### config.mk
export PLATFORM = sky130hd
export DESIGN_NAME = module_pool_array
export DESIGN_NICKNAME = d
export VERILOG_FILES = /design/src/rtl/module_pool_array.sv
export SDC_FILE = /design/constraint.sdc
export NUM_CORES = 1
export LEC_CHECK = 0
export CAP_MARGIN = 20
export CORE_MARGIN = 2
export CORE_UTILIZATION = 50
export DETAILED_ROUTE_END_ITERATION = 10
export PLACE_DENSITY = 0.86
export SLEW_MARGIN = 30
export SYNTH_ARGS = -nofsm -noshare
export SYNTH_HDL_FRONTEND = slang
export SYNTH_HIERARCHICAL = 1
export SYNTH_SLANG_ARGS = --single-unit
### constraint.sdc
create_clock -name clk -period 5.1 [get_ports clk]
set_clock_uncertainty 0.05 [all_clocks]
set_input_delay 1.53 -clock clk [delete_from_list [all_inputs] [get_ports clk]]
set_output_delay 1.53 -clock clk [all_outputs]
set_load 0.05 [all_outputs]
### src/rtl/module_pool_array.sv
// module_pool_array
// Two-stage pipelined 2x2 pooling over CH parallel channels, with
// selectable max / rounded-average mode, a per-beat padding override
// and valid/ready flow control.
//
// Ports
//   clk, rst        rising-edge clock, synchronous active-high reset
//   in_valid/ready  input handshake; in_ready = out_ready || !out_valid
//   ifm_win2x2      CH windows of 4 pixels; channel c at [c*4*DW +: 4*DW],
//                   pixel p at [p*DW +: DW] (p0 TL, p1 TR, p2 BL, p3 BR)
//   pool_mode       0 = max, 1 = rounded average (captured with the beat)
//   pool_zero_out   force the beat's output to zero_point (captured)
//   zero_point      quantisation zero point (captured)
//   out_valid/ready output handshake
//   ofm_stream      CH pooled bytes; channel c at [c*DW +: DW]

// Per-channel datapath. S1 reduces the window to two pair values; S2
// combines the pairs, or substitutes the zero point.
module module_pool_lane #(
  parameter int DW = 8
) (
  input  logic          clk,
  input  logic          rst,
  input  logic          i_ld1,      // S1 captures a new beat
  input  logic          i_ld2,      // S2 captures the S1 beat
  input  logic [4*DW-1:0] i_win,
  input  logic          i_mode,     // mode of the beat entering S1
  input  logic          i_s1_mode,  // captured mode of the beat in S1
  input  logic          i_s1_zo,
  input  logic [DW-1:0] i_s1_zp,
  output logic [DW-1:0] o_res
);
  logic [DW-1:0] w_p0, w_p1, w_p2, w_p3;
  logic [DW:0]   w_a, w_b;
  logic [DW:0]   r_a, r_b;
  logic [DW+1:0] w_sum;
  logic [DW-1:0] w_max, w_res;
  logic [DW-1:0] r_res;

  assign w_p0 = i_win[0*DW +: DW];
  assign w_p1 = i_win[1*DW +: DW];
  assign w_p2 = i_win[2*DW +: DW];
  assign w_p3 = i_win[3*DW +: DW];

  // One shared DW+1 field per pair: pair sum in avg mode, pair max
  // (zero-extended) in max mode.
  assign w_a = i_mode ? ({1'b0, w_p0} + {1'b0, w_p1})
                      : {1'b0, (w_p0 > w_p1) ? w_p0 : w_p1};
  assign w_b = i_mode ? ({1'b0, w_p2} + {1'b0, w_p3})
                      : {1'b0, (w_p2 > w_p3) ? w_p2 : w_p3};

  // +2 before >>2 rounds half up; four DW-bit values plus 2 fit in DW+2
  // bits and the quotient never exceeds the DW-bit maximum.
  assign w_sum = {1'b0, r_a} + {1'b0, r_b} + (DW+2)'(2);
  // In max mode the top bit of both pair fields is zero.
  assign w_max = (r_a[DW-1:0] > r_b[DW-1:0]) ? r_a[DW-1:0] : r_b[DW-1:0];

  always_comb begin
    w_res = w_max;
    if (i_s1_zo)        w_res = i_s1_zp;
    else if (i_s1_mode) w_res = DW'(w_sum >> 2);
  end

  always_ff @(posedge clk) begin
    if (rst) begin
      r_a   <= '0;
      r_b   <= '0;
      r_res <= '0;
    end else begin
      if (i_ld1) begin
        r_a <= w_a;
        r_b <= w_b;
      end
      if (i_ld2) r_res <= w_res;
    end
  end

  assign o_res = r_res;
endmodule

module module_pool_array #(
  parameter int CH = 8,
  parameter int DW = 8
) (
  input  logic               clk,
  input  logic               rst,
  input  logic               in_valid,
  output logic               in_ready,
  input  logic [CH*4*DW-1:0] ifm_win2x2,
  input  logic               pool_mode,
  input  logic               pool_zero_out,
  input  logic [DW-1:0]      zero_point,
  output logic               out_valid,
  input  logic               out_ready,
  output logic [CH*DW-1:0]   ofm_stream
);
  logic          w_en, w_ld1, w_ld2;
  logic [1:0]    r_vld_pipe;   // [0] = S1 valid, [1] = S2 valid
  logic          r_s1_mode, r_s1_zo;
  logic [DW-1:0] r_s1_zp;

  // Whole pipe advances together; bubbles are overwritten, never stall.
  assign w_en      = out_ready || !r_vld_pipe[1];
  assign in_ready  = w_en;
  assign out_valid = r_vld_pipe[1];
  // Data registers only load for real beats so idle outputs stay quiet.
  assign w_ld1     = w_en && in_valid && !rst;
  assign w_ld2     = w_en && r_vld_pipe[0] && !rst;

  always_ff @(posedge clk) begin
    if (rst) begin
      r_vld_pipe <= '0;
      r_s1_mode  <= 1'b0;
      r_s1_zo    <= 1'b0;
      r_s1_zp    <= '0;
    end else begin
      if (w_en) r_vld_pipe <= {r_vld_pipe[0], in_valid};
      if (w_ld1) begin
        r_s1_mode <= pool_mode;
        r_s1_zo   <= pool_zero_out;
        r_s1_zp   <= zero_point;
      end
    end
  end

  for (genvar c = 0; c < CH; c++) begin : g_lane
    module_pool_lane #(.DW(DW)) u_lane (
      .clk      (clk),
      .rst      (rst),
      .i_ld1    (w_ld1),
      .i_ld2    (w_ld2),
      .i_win    (ifm_win2x2[c*4*DW +: 4*DW]),
      .i_mode   (pool_mode),
      .i_s1_mode(r_s1_mode),
      .i_s1_zo  (r_s1_zo),
      .i_s1_zp  (r_s1_zp),
      .o_res    (ofm_stream[c*DW +: DW])
    );
  end
endmodule

==> results.cfg <==
[critical_path]
worst_ep_arrival_time_ns = 2.59
criticalPathCategory = input pin to primary output
start_kind = input pin
required_ns = 3.52
worstPathMaxFanout = 12
setup.worst_path.end_class = primary output

[global_route]
gr-total-overflow = 0
gr-usage-all-layers = 0.2659
grt_max_degree = 101
antenna_found_initial = 4
grt_pass1_wl_um = 119200
grt_pass1_vias = 24170

[clock_tree]
cts-root-buf = clkbuf_16
clock_sinks = 220
postCtsSetupBuffers = 0
cts_hold_buf = 0
clk_pin_slew_ns = 0.06
clock_path_buffers = 3
htree_levels = 1
cts_tree = yes
post_cts_resized = 0
cts_inserted_buffers = 27
clk_latency_ns = 0.56

[timing]
worst_pin_slew_ns = 0.9122
period_share = 0.8183
grt_setup_unrepaired = false
relSlewSlack = 0.3882
worst_hold_slack_ns = 0.3971
setup_viol = 0
hold_viol = 0
fmax_ghz = 0.2396
setup_ws_ns = 0.9268
tns_ns = 0
min_period_ns = 4.173
finalMaxSlewViolations = 0

[route]
drc_errors = 0
drtPass1Iterations = 5
wl_um = 72540
vias_per_cell = 5.863
drt_iter0_drc = 1487
vias = 24610
wl_per_cell_um = 17.28
ant_nets = 0

[synth]
yosys-top-cells-area = ha_1, dfxtp_1, inv_1
syn_nets = 3980
ys_ff_latch = 220
async_flop_share = 0
syn_inst = 3238
yosysTopAreaCell = ha_1
synth_top_area_frac = 0.2171
synth-seq-area-share = 0.1706
synth_ff_type = dfxtp_1
synth_area_sq_um = 25820
synth_edf_count = 0
ys_warn_count = 6
syn_area_per_cell_sq_um = 7.973
netlist-cell-type-count = 78

[placement]
place.gp.congestion = 0.9303
place_ws_ns = 0.7466
numPortBuffers = 335
dp_hpwl_um = 55420
place_area_sq_um = 29790

[power]
max-vdd-ir-drop_mv = 0.2418
power.density_nw_per_um2 = 220.7
p_leak_uw = 0.01350

[hold_path]
hold_path.class = flip-flop to flip-flop

[floorplan]
initial_core_util = 0.5042
die_x_um = 231.2
coreArea_sq_um = 51200
rows = 83
ios = 336
dieArea_sq_um = 53470
die_h_um = 231.2

[layout]
nNetsFinal = 4239
final_common_cell = ha_1
final_cell_mix = ha_1, inv_1, clkdlybuf4s50_1
areaGrowthSynthToFinish_pct = 19.11
fillers = 4430
drive_gt1_frac = 0.05546
multi_input_area_sq_um = 19280
final_area_sq_um = 30750
regArea_sq_um = 4412
final_util = 0.6006

[run]
maxCapViolCount = 0

[status]
status = finished clean
-- synthesized netlist by cell type, types with 12 or more instances --
library cell,n
dfxtp_1,220
a21oi_1,229
nor2_1,156
fa_1,24
nand4_1,42
xor2_1,17
o211a_1,15
mux2_2,32
o22ai_1,22
o311a_1,25
nand3_1,47
a221o_1,14
clkbuf_1,107
o32ai_1,71
mux2i_1,44
xnor2_1,98
and3_1,18
ha_1,448
buf_2,21
a21o_1,57
o211ai_1,33
or2_2,17
o311ai_0,30
o21bai_1,58
a211o_1,19
inv_1,414
nand2_1,183
nor2b_1,71
nand2b_1,77
o31ai_1,26
a311oi_1,74
o21ai_1,21
nand3b_1,12
nor3b_1,30
a211oi_1,32
o21ai_0,195
mux2_1,18
nor3_1,40
-- where the power goes --
group          internal [uW]  total (uW)  switching [uW]
sequential              1830        1980             141
combinational           1240        2730            1500
clock                   1270        2080             803
total                   4340        6790            2440
-- path summary, 6_finish.rpt --
check,startpoint,end,slack [ns],depth (start not counted)
max,out_ready,in_ready,0.93,4
min,g_lane[2].u_lane/o_res[7],g_lane[2].u_lane/o_res[7],0.40,2
max reg2reg,g_lane[5].u_lane/r_b[5],g_lane[5].u_lane/o_res[7],2.41,10
min reg2reg,g_lane[2].u_lane/o_res[7],g_lane[2].u_lane/o_res[7],0.40,2
-- through the flow --
stage,power [uW],std cells
finish,6787,4197
CTS,6818,4196
global route,7201,4196
floorplan,3897,3238
detailed placement,4706,4148
global placement,4645,4148
-- flip-flops by register name, indices dropped and copies added, names as in the netlist --
register	cells
g_lane.u_lane/r_a	72
g_lane.u_lane/r_b	72
g_lane.u_lane/o_res	64
r_s1_zp	8
r_vld_pipe	2
r_s1_mode	1
r_s1_zo	1
-- kinds of logic after synthesis --
group                      count (synthesis)  share of synthesized area
AOI/OAI and AO/OA                       1037                     0.2839
adders and majority gates                472                     0.2357
and+or+nand+nor                          741                     0.1474
buffers and inverters                    557                    0.08336
DFF                                      220                     0.1706
muxes                                     96                    0.04003
xor gates and xnor gates                 115                    0.03901
-- critical path, cell delays in order --
cell	delay (ns)
clkdlybuf4s50_1	0.50
nor2b_4	0.07
inv_2	0.22
buf_4	0.26
-- final cells by class --
class	instances	area share
clock buffer	37	0.02547
tap	680	0.02767
sequential	220	0.1435
multi-input combinational	2461	0.6270
antenna	1	0.00008138
inverter	419	0.05115
timing repair buffer	368	0.1195
clock inverter	11	0.005656
-- metal layers --
| metal | GRT usage | part of all wire | up-vias |
|---|---|---|---|
| li1 | - | - | 12240 |
| met1 | 0.3387 | 0.44 | 11580 |
| met2 | 0.4561 | 0.46 | 655 |
| met3 | 0.04491 | 0.061 | 137 |
| met4 | 0.08246 | 0.031 | 6 |
| met5 | 0 | 0.00041 | - |
Power figures use the tool's default switching activity.
